<file path="src/rtl/ofs_plat_host_chan_merge_tx_tlps.sv">
// Merges a sideband header stream and a bit-0-aligned payload stream into one TLP stream.
// The header goes in-band at tdata[0]. Payload is shifted up by HDR_WIDTH, so any overflow spills into the next beat.
module ofs_plat_host_chan_merge_tx_tlps #(
    parameter int TDATA_WIDTH = 512,
    parameter int HDR_WIDTH   = 256
) (
    input  logic                     clk,
    input  logic                     reset_n,

    input  logic                     i_hdr_tvalid,
    output logic                     o_hdr_tready,
    input  logic [HDR_WIDTH-1:0]     i_hdr_tdata,
    input  logic                     i_hdr_dm_mode,
    input  logic                     i_hdr_has_data,

    input  logic                     i_data_tvalid,
    output logic                     o_data_tready,
    input  logic [TDATA_WIDTH-1:0]   i_data_tdata,
    input  logic [TDATA_WIDTH/8-1:0] i_data_tkeep,
    input  logic                     i_data_tlast,

    output logic                     o_out_tvalid,
    input  logic                     i_out_tready,
    output logic [TDATA_WIDTH-1:0]   o_out_tdata,
    output logic [TDATA_WIDTH/8-1:0] o_out_tkeep,
    output logic                     o_out_tlast,
    output logic                     o_out_sop,
    output logic                     o_out_dm_mode
);

    localparam int KW     = TDATA_WIDTH / 8;
    localparam int DAH_W  = TDATA_WIDTH - HDR_WIDTH;
    localparam int HDR_KW = HDR_WIDTH / 8;
    localparam int DAH_KW = DAH_W / 8;

    typedef enum logic [1:0] {
        ST_IDLE  = 2'd0,
        ST_BODY  = 2'd1,
        ST_DRAIN = 2'd2
    } state_t;

    state_t                 r_state;
    state_t                 w_state_nxt;

    // Only the upper HDR_WIDTH of the last payload beat ever spills into the next beat.
    logic [HDR_WIDTH-1:0]   r_prev_hi;
    logic [HDR_KW-1:0]      r_prev_khi;
    logic                   r_dm_mode;

    logic                   r_out_tvalid;
    logic [TDATA_WIDTH-1:0] r_out_tdata;
    logic [KW-1:0]          r_out_tkeep;
    logic                   r_out_tlast;
    logic                   r_out_sop;
    logic                   r_out_dm_mode;

    logic                   w_adv;
    logic                   w_ovf;
    logic                   w_in_idle;
    logic                   w_in_body;
    logic                   w_hdr_rdy;
    logic                   w_data_rdy;
    logic                   w_hdr_pop;
    logic                   w_data_pop;

    logic                   w_emit;
    logic [TDATA_WIDTH-1:0] w_beat_dat;
    logic [KW-1:0]          w_beat_keep;
    logic                   w_beat_last;
    logic                   w_beat_sop;
    logic                   w_beat_dm;

    assign w_adv     = !r_out_tvalid || i_out_tready;
    assign w_ovf     = i_data_tkeep[DAH_KW];
    assign w_in_idle = (r_state == ST_IDLE);
    assign w_in_body = (r_state == ST_BODY);

    // A header that carries payload is popped only together with its first data beat.
    assign w_hdr_rdy  = reset_n && w_in_idle && w_adv && (!i_hdr_has_data || i_data_tvalid);
    assign w_data_rdy = reset_n && w_adv &&
                        ((w_in_idle && i_hdr_tvalid && i_hdr_has_data) || w_in_body);
    assign w_hdr_pop  = w_hdr_rdy && i_hdr_tvalid;
    assign w_data_pop = w_data_rdy && i_data_tvalid;

    assign o_hdr_tready  = w_hdr_rdy;
    assign o_data_tready = w_data_rdy;

    always_comb begin
        w_state_nxt = r_state;
        w_emit      = 1'b0;
        w_beat_dat  = '0;
        w_beat_keep = '0;
        w_beat_last = 1'b0;
        w_beat_sop  = 1'b0;
        w_beat_dm   = r_dm_mode;
        case (r_state)
            ST_IDLE: begin
                if (w_hdr_pop) begin
                    w_emit     = 1'b1;
                    w_beat_sop = 1'b1;
                    w_beat_dm  = i_hdr_dm_mode;
                    if (!i_hdr_has_data) begin
                        w_beat_dat  = {{DAH_W{1'b0}}, i_hdr_tdata};
                        w_beat_keep = {{DAH_KW{1'b0}}, {HDR_KW{1'b1}}};
                        w_beat_last = 1'b1;
                    end else begin
                        w_beat_dat  = {i_data_tdata[DAH_W-1:0], i_hdr_tdata};
                        w_beat_keep = {i_data_tkeep[DAH_KW-1:0], {HDR_KW{1'b1}}};
                        if (i_data_tlast && !w_ovf) begin
                            w_beat_last = 1'b1;
                        end else if (i_data_tlast) begin
                            w_state_nxt = ST_DRAIN;
                        end else begin
                            w_state_nxt = ST_BODY;
                        end
                    end
                end
            end
            ST_BODY: begin
                if (w_data_pop) begin
                    w_emit      = 1'b1;
                    w_beat_dat  = {i_data_tdata[DAH_W-1:0], r_prev_hi};
                    w_beat_keep = {i_data_tkeep[DAH_KW-1:0], r_prev_khi};
                    if (i_data_tlast && !w_ovf) begin
                        w_beat_last = 1'b1;
                        w_state_nxt = ST_IDLE;
                    end else if (i_data_tlast) begin
                        w_state_nxt = ST_DRAIN;
                    end
                end
            end
            ST_DRAIN: begin
                if (w_adv) begin
                    w_emit      = 1'b1;
                    w_beat_dat  = {{DAH_W{1'b0}}, r_prev_hi};
                    w_beat_keep = {{DAH_KW{1'b0}}, r_prev_khi};
                    w_beat_last = 1'b1;
                    w_state_nxt = ST_IDLE;
                end
            end
            default: begin
                w_state_nxt = ST_IDLE;
            end
        endcase
    end

    always_ff @(posedge clk) begin
        if (!reset_n) begin
            r_state       <= ST_IDLE;
            r_prev_hi     <= '0;
            r_prev_khi    <= '0;
            r_dm_mode     <= 1'b0;
            r_out_tvalid  <= 1'b0;
            r_out_tdata   <= '0;
            r_out_tkeep   <= '0;
            r_out_tlast   <= 1'b0;
            r_out_sop     <= 1'b0;
            r_out_dm_mode <= 1'b0;
        end else begin
            r_state <= w_state_nxt;
            if (w_hdr_pop) begin
                r_dm_mode <= i_hdr_dm_mode;
            end
            if (w_data_pop) begin
                r_prev_hi  <= i_data_tdata[TDATA_WIDTH-1:DAH_W];
                r_prev_khi <= i_data_tkeep[KW-1:DAH_KW];
            end
            if (w_adv) begin
                r_out_tvalid <= w_emit;
                if (w_emit) begin
                    r_out_tdata   <= w_beat_dat;
                    r_out_tkeep   <= w_beat_keep;
                    r_out_tlast   <= w_beat_last;
                    r_out_sop     <= w_beat_sop;
                    r_out_dm_mode <= w_beat_dm;
                end
            end
        end
    end

    assign o_out_tvalid  = r_out_tvalid;
    assign o_out_tdata   = r_out_tdata;
    assign o_out_tkeep   = r_out_tkeep;
    assign o_out_tlast   = r_out_tlast;
    assign o_out_sop     = r_out_sop;
    assign o_out_dm_mode = r_out_dm_mode;

endmodule
</file>
<file path="config.mk">
export PLATFORM = sky130hd
export DESIGN_NAME = ofs_plat_host_chan_merge_tx_tlps
export DESIGN_NICKNAME = d
export VERILOG_FILES = /design/src/rtl/ofs_plat_host_chan_merge_tx_tlps.sv
export SDC_FILE = /design/constraint.sdc
export NUM_CORES = 2
export LEC_CHECK = 0
export ABC_CLOCK_PERIOD_IN_PS = 4800
export BUFFER_PORTS_ARGS = -buffer_cell sky130_fd_sc_hd__buf_4
export CORE_AREA = 8 8 544 546
export DETAILED_ROUTE_END_ITERATION = 8
export DIE_AREA = 0 0 552 554
export PLACE_DENSITY_LB_ADDON = 0.15
export RECOVER_POWER = 50
export SYNTH_ARGS = -nofsm -noshare
export SYNTH_HDL_FRONTEND = slang
export SYNTH_SLANG_ARGS = --single-unit
</file>
<file path="constraint.sdc">
create_clock -name clk -period 4.8 [get_ports clk]
set_input_delay 0.24 -clock clk [delete_from_list [all_inputs] [get_ports clk]]
set_output_delay 0.24 -clock clk [all_outputs]
set_load 0.1 [all_outputs]
</file>
# ---- Yosys cells after proc, flatten, opt, wreduce, memory -nomap -nowiden
# Index checks and enable logic that the tools add are counted.
dict set report totals {
  register_bits 871
  wordCells 66
  out_inout_bits 582
}
dict set report op_classes {
  n_reduce_logical 19
  eq_ne 8
  mux 29
}
# op n
set op_table {}
lappend op_table {{two-way mux 512 bit} 3}
lappend op_table {{one-hot mux 512 bit (3 select lines)} 1}
lappend op_table {{two-way mux 64 bit} 3}
lappend op_table {{one-hot mux 64 bit (3 select lines)} 1}
lappend op_table {{two-way mux 2 bit} 8}
lappend op_table {{logical AND 1 bit} 10}
lappend op_table {{two-way mux 1 bit} 10}
lappend op_table {{!= test 2 bit, second input constant} 3}
lappend op_table {{one-hot mux 1 bit (3 select lines)} 2}
lappend op_table {{one-hot mux 2 bit (3 select lines)} 1}
lappend op_table {{AND reduction 6 bit} 1}
lappend op_table {{!= test 2 x 1 -> 1 bit, second input constant} 2}
lappend op_table {{logical NOT 1 bit} 3}
lappend op_table {{logical OR 1 bit} 3}
lappend op_table {{!= test 3 x 2 -> 1 bit, second input constant} 1}
lappend op_table {{equality test 2 x 1 -> 1 bit, second input constant} 1}
lappend op_table {{equality test 2 bit, second input constant} 1}
lappend op_table {{logical NOT 2 bit} 1}
lappend op_table {{AND reduction 2 bit} 1}

# ---- Depth between registers and ports, before layout
dict set report logic_depth {
  depth_word 9
  ltp_mapped 8
  depth_no_buf 4
}

# ---- Least setup slack after synthesis
# OpenSTA, ideal clock, no wires.
dict set report synth_path {
  kind {reg2out}
  startpoint {register r_out_tvalid (netlist: o_out_tvalid)}
  endpoint {output port o_hdr_tready}
  required_ps 4560
  slack_ps 547
  path_buffers 1
  path_stages_with_launch 4
  arrival_time_ps 4013
  cell_sequence {dfxtp_1 -> nor2b_2 -> buf_6 -> nor4_1}
}
dict set report synth_via {
  elab_chain_cells 4
}
# element line_no
set synth_rtl {}
lappend synth_rtl {{from (decl)} 50} ;# logic r_out_tvalid;
lappend synth_rtl {{from (signal assigned)} 169} ;# r_out_tvalid <= w_emit;
lappend synth_rtl {{logical NOT 1 bit} 73} ;# assign w_adv = !r_out_tvalid || i_out_tready;
lappend synth_rtl {{logical OR 1 bit} 73}
lappend synth_rtl {{logical AND 1 bit (2 in a row)} 79} ;# assign w_hdr_rdy = reset_n && w_in_idle && w_adv && (!i_hdr_has_data || i_data_tvalid);
lappend synth_rtl {{to (decl)} 11} ;# output logic o_hdr_tready,
# Every way passes these cells.

# ---- Worst setup path after layout
dict set report layout_path {
  startpoint {register r_out_tvalid (netlist: o_out_tvalid)}
  endpoint {register r_prev_khi[5]}
}
dict set report layout_via {
  elab_chain_cells 5
}
# element line_no
set layout_rtl {}
lappend layout_rtl {{logical NOT 1 bit} 73}
lappend layout_rtl {{logical OR 1 bit} 73}
lappend layout_rtl {{logical AND 1 bit (2 in a row)} 80} ;# assign w_data_rdy = reset_n && w_adv &&
lappend layout_rtl {{logical AND 1 bit} 83} ;# assign w_data_pop = w_data_rdy && i_data_tvalid;
lappend layout_rtl {{to (signal assigned)} 166} ;# r_prev_khi <= i_data_tkeep[KW-1:DAH_KW];
lappend layout_rtl {{to (decl)} 47} ;# logic [HDR_KW-1:0] r_prev_khi;
# Every way passes these cells.
# A chain may end at the register's enable or synchronous reset.

==> flow_summary.json <==
{
  "drv_cap": 50,
  "postLayoutCellArea_um2": 56600,
  "yosysMostFrequentCell": "dfxtp_1",
  "syn_avg_cell_area_um2": 8.92,
  "yosys-top-cells-area": "dfxtp_1 56%, nand2_1 10%, a22o_1 8.1%",
  "avgRoutedWirePerCell_um": 23.7,
  "grt_usage_pct": 14.0,
  "antenna_left": 0,
  "crit_fanout": 103,
  "synth_common_cells": "871 x dfxtp_1, 837 x nand2_1, 293 x a21oi_1",
  "initial_core_util_pct": 10.9,
  "die-area_um2": 306000,
  "tns_ns": 0,
  "io_pins": 1422,
  "grt_setup_unrepaired": "no",
  "drv_slew": 46,
  "die_x_um": 552,
  "cts_resized": 0,
  "max_stage_delay_ns": 1.07,
  "hp-class": "input port to flop",
  "clock_latency_ns": 0.89,
  "num_rows": 197,
  "first_pass_iters": 5,
  "cts-buffers-inserted": 123,
  "area_growth_pct": 80.7,
  "tightest_slew_ns": 1.89,
  "clockRootBuffer": "clkbuf_16",
  "p_clk_share_pct": 41.3,
  "fin_crit_ns": 3.66,
  "antenna_found_initial": 130,
  "violations": "capacitance limit, slew limit",
  "synthFlopType": "dfxtp_1",
  "status": "finished, violations left",
  "power.share.sequential_pct": 35.2,
  "io_buffer_count": 1421,
  "syn_nets": 4351,
  "final_nets": 6504,
  "async_flop_share_pct": 0,
  "hpwl_mm": 175,
  "setup_violations": 0,
  "fillers": 32400,
  "vdd_drop_max_mv": 0.320,
  "cp.required_ns": 5.61,
  "power_density_nw_per_um2": 396,
  "dpl_cell_area_um2": 45900,
  "finalCritPeriodShare_pct": 76.2,
  "ys_ff_latch": 871,
  "grt_max_degree": 160,
  "routed_via_density": 3.64,
  "swShare_pct": 35.2,
  "yosysTopAreaCell": "dfxtp_1",
  "fmax_ghz": 0.273,
  "drive_gt1_share_pct": 19.1,
  "p_leak_uw": 0.0214,
  "relSlewSlack_pct": -25.2,
  "cts_sinks": 871,
  "crit_slowest_cell": "clkbuf_4",
  "synth-edff-count": 0,
  "cts_tree": "built",
  "die_h_um": 554,
  "finalPower_uw": 22400,
  "place_congestion": 0.813,
  "clock_skew_ns": 0.117,
  "htreeDepth": 3,
  "cp_cell_sequence": "nor2b_1 > nor4_1 > buf_12 > clkbuf_4 > nand2_1 > a21oi_1",
  "synth_top_area_share_pct": 55.6,
  "grt_pass1_wl_mm": 309,
  "wl_mm": 228,
  "intPower_uw": 14500,
  "clk_pin_slew_ns": 0.06,
  "setup.worst_path.class": "flop to flop",
  "switchingPower_uw": 7900,
  "dp_slack_ns": 1.77,
  "comb_power_share_pct": 23.6,
  "worst_slack_ns": 1.14,
  "yosysUniqueCellTypes": 37,
  "grt_pass1_vias": 36400,
  "layoutNonFillerInstCount": 9616,
  "drt_iter0_drc": 1801,
  "vias": 35000,
  "final-hold-violation-count": 0,
  "syn_area_um2": 31300,
  "coreArea_um2": 287000,
  "end_kind": "flop",
  "dp_cells": 8453,
  "syn_inst": 3511,
  "startpoint_type": "flop",
  "arrival_ns": 4.47,
  "seq_area_frac_synth_pct": 55.6,
  "cts_max_path_buffers": 4,
  "yosysWarnings": 0,
  "overflow": 0,
  "drc": 0
}
kinds of logic after synthesis:
group                  share of synthesized area (%)
buffers and inverters                           7.98
multiplexers                                  0.0359
flip-flops                                      55.6
AND/OR/NAND/NOR                                 12.0
AO/OA/AOI/OAI                                   24.3
final timing paths:
kind                                       start          endpoint  slack (ns)  cells past startpoint
worst max-delay path                o_out_tvalid     r_prev_khi[5]        1.14                      6
worst min-delay path            i_data_tdata[67]  o_out_tdata[323]        0.11                      3
worst max register to register      o_out_tvalid     r_prev_khi[5]        1.14                      6
worst min register to register    r_prev_hi[119]    r_prev_hi[119]        0.45                      2
power groups by stage:
stage,clock network (uW),registers (uW),logic [uW]
after global placement,0,8040,4980
after detailed placement,0,8040,4980
after CTS,9680,7890,5670
after global routing,9940,7920,5520
after floorplan,0,10400,838
final,9250,7880,5280
registers in the layout (all words and copies together) (netlist names):
signal / count
o_out_sop: 1
o_out_dm_mode: 1
o_out_tvalid: 1
r_prev_khi: 32
r_dm_mode: 1
r_prev_hi: 256
o_out_tdata: 512
r_state: 2
o_out_tlast: 1
o_out_tkeep: 64
routing by layer:
layer | GRT usage (%) | routed length (um)
met1 | 15.3 | 87400
met4 | 3.72 | 7430
met2 | 25.9 | 115000
met5 | 0 | 573
met3 | 4.76 | 17100
cell type report:
type	count	area, um^2	area share [%]
Sequential cell	871	17400	30.8
Multi-Input combinational cell	2064	11400	20.2
Clock buffer	188	3640	6.43
Tap cell	3781	4730	8.36
Timing Repair Buffer	2345	17800	31.5
Clock inverter	35	389	0.687
Antenna cell	73	183	0.323
Inverter	259	980	1.73
critical path: cells and delay by family, from the launching register on:
kind	cells	cell delay, ns
simple gates	3	1.60
buf+inv	2	1.37
flops	1	0.32
compound gates	1	0.19
per-stage QoR:
stage / util [%] / hold slack, ns
floorplan: - / 0.337
global placement: 16.0 / 0.443
detailed placement: 16.0 / 0.447
CTS: 20.4 / 0.00282
global route: 19.7 / 0.0406
finish: 19.7 / 0.112
what timing repair did:
action                                 CTS  global route
hold buffers                           867             0
buffers inserted                         0             0
endpoints found under the hold margin  838             0
cell usage in the layout (no fill, tap or decap), types with 2 or more instances in the layout:
cell           count
nand2_1          836
buf_12            20
o21ai_1          210
clkbuf_16        124
o21ai_0           47
dlygate4sd3_1    867
clkinvlp_4         5
dfxtp_1          871
nand2b_1           2
a22o_1           288
a221oi_1         256
nor2_1            36
clkbuf_1         615
buf_4            875
inv_1            258
diode_2           73
a31oi_1            2
nor3_1            69
nand4_1            2
nor4_1             2
clkinv_2          18
a211oi_1           2
clkinv_4           3
bufinv_16          6
or4_4              2
a21oi_1          292
clkbuf_8          30
nand3_1            2
nand2b_2           2
No activity file was read; power rests on OpenSTA's default activity.
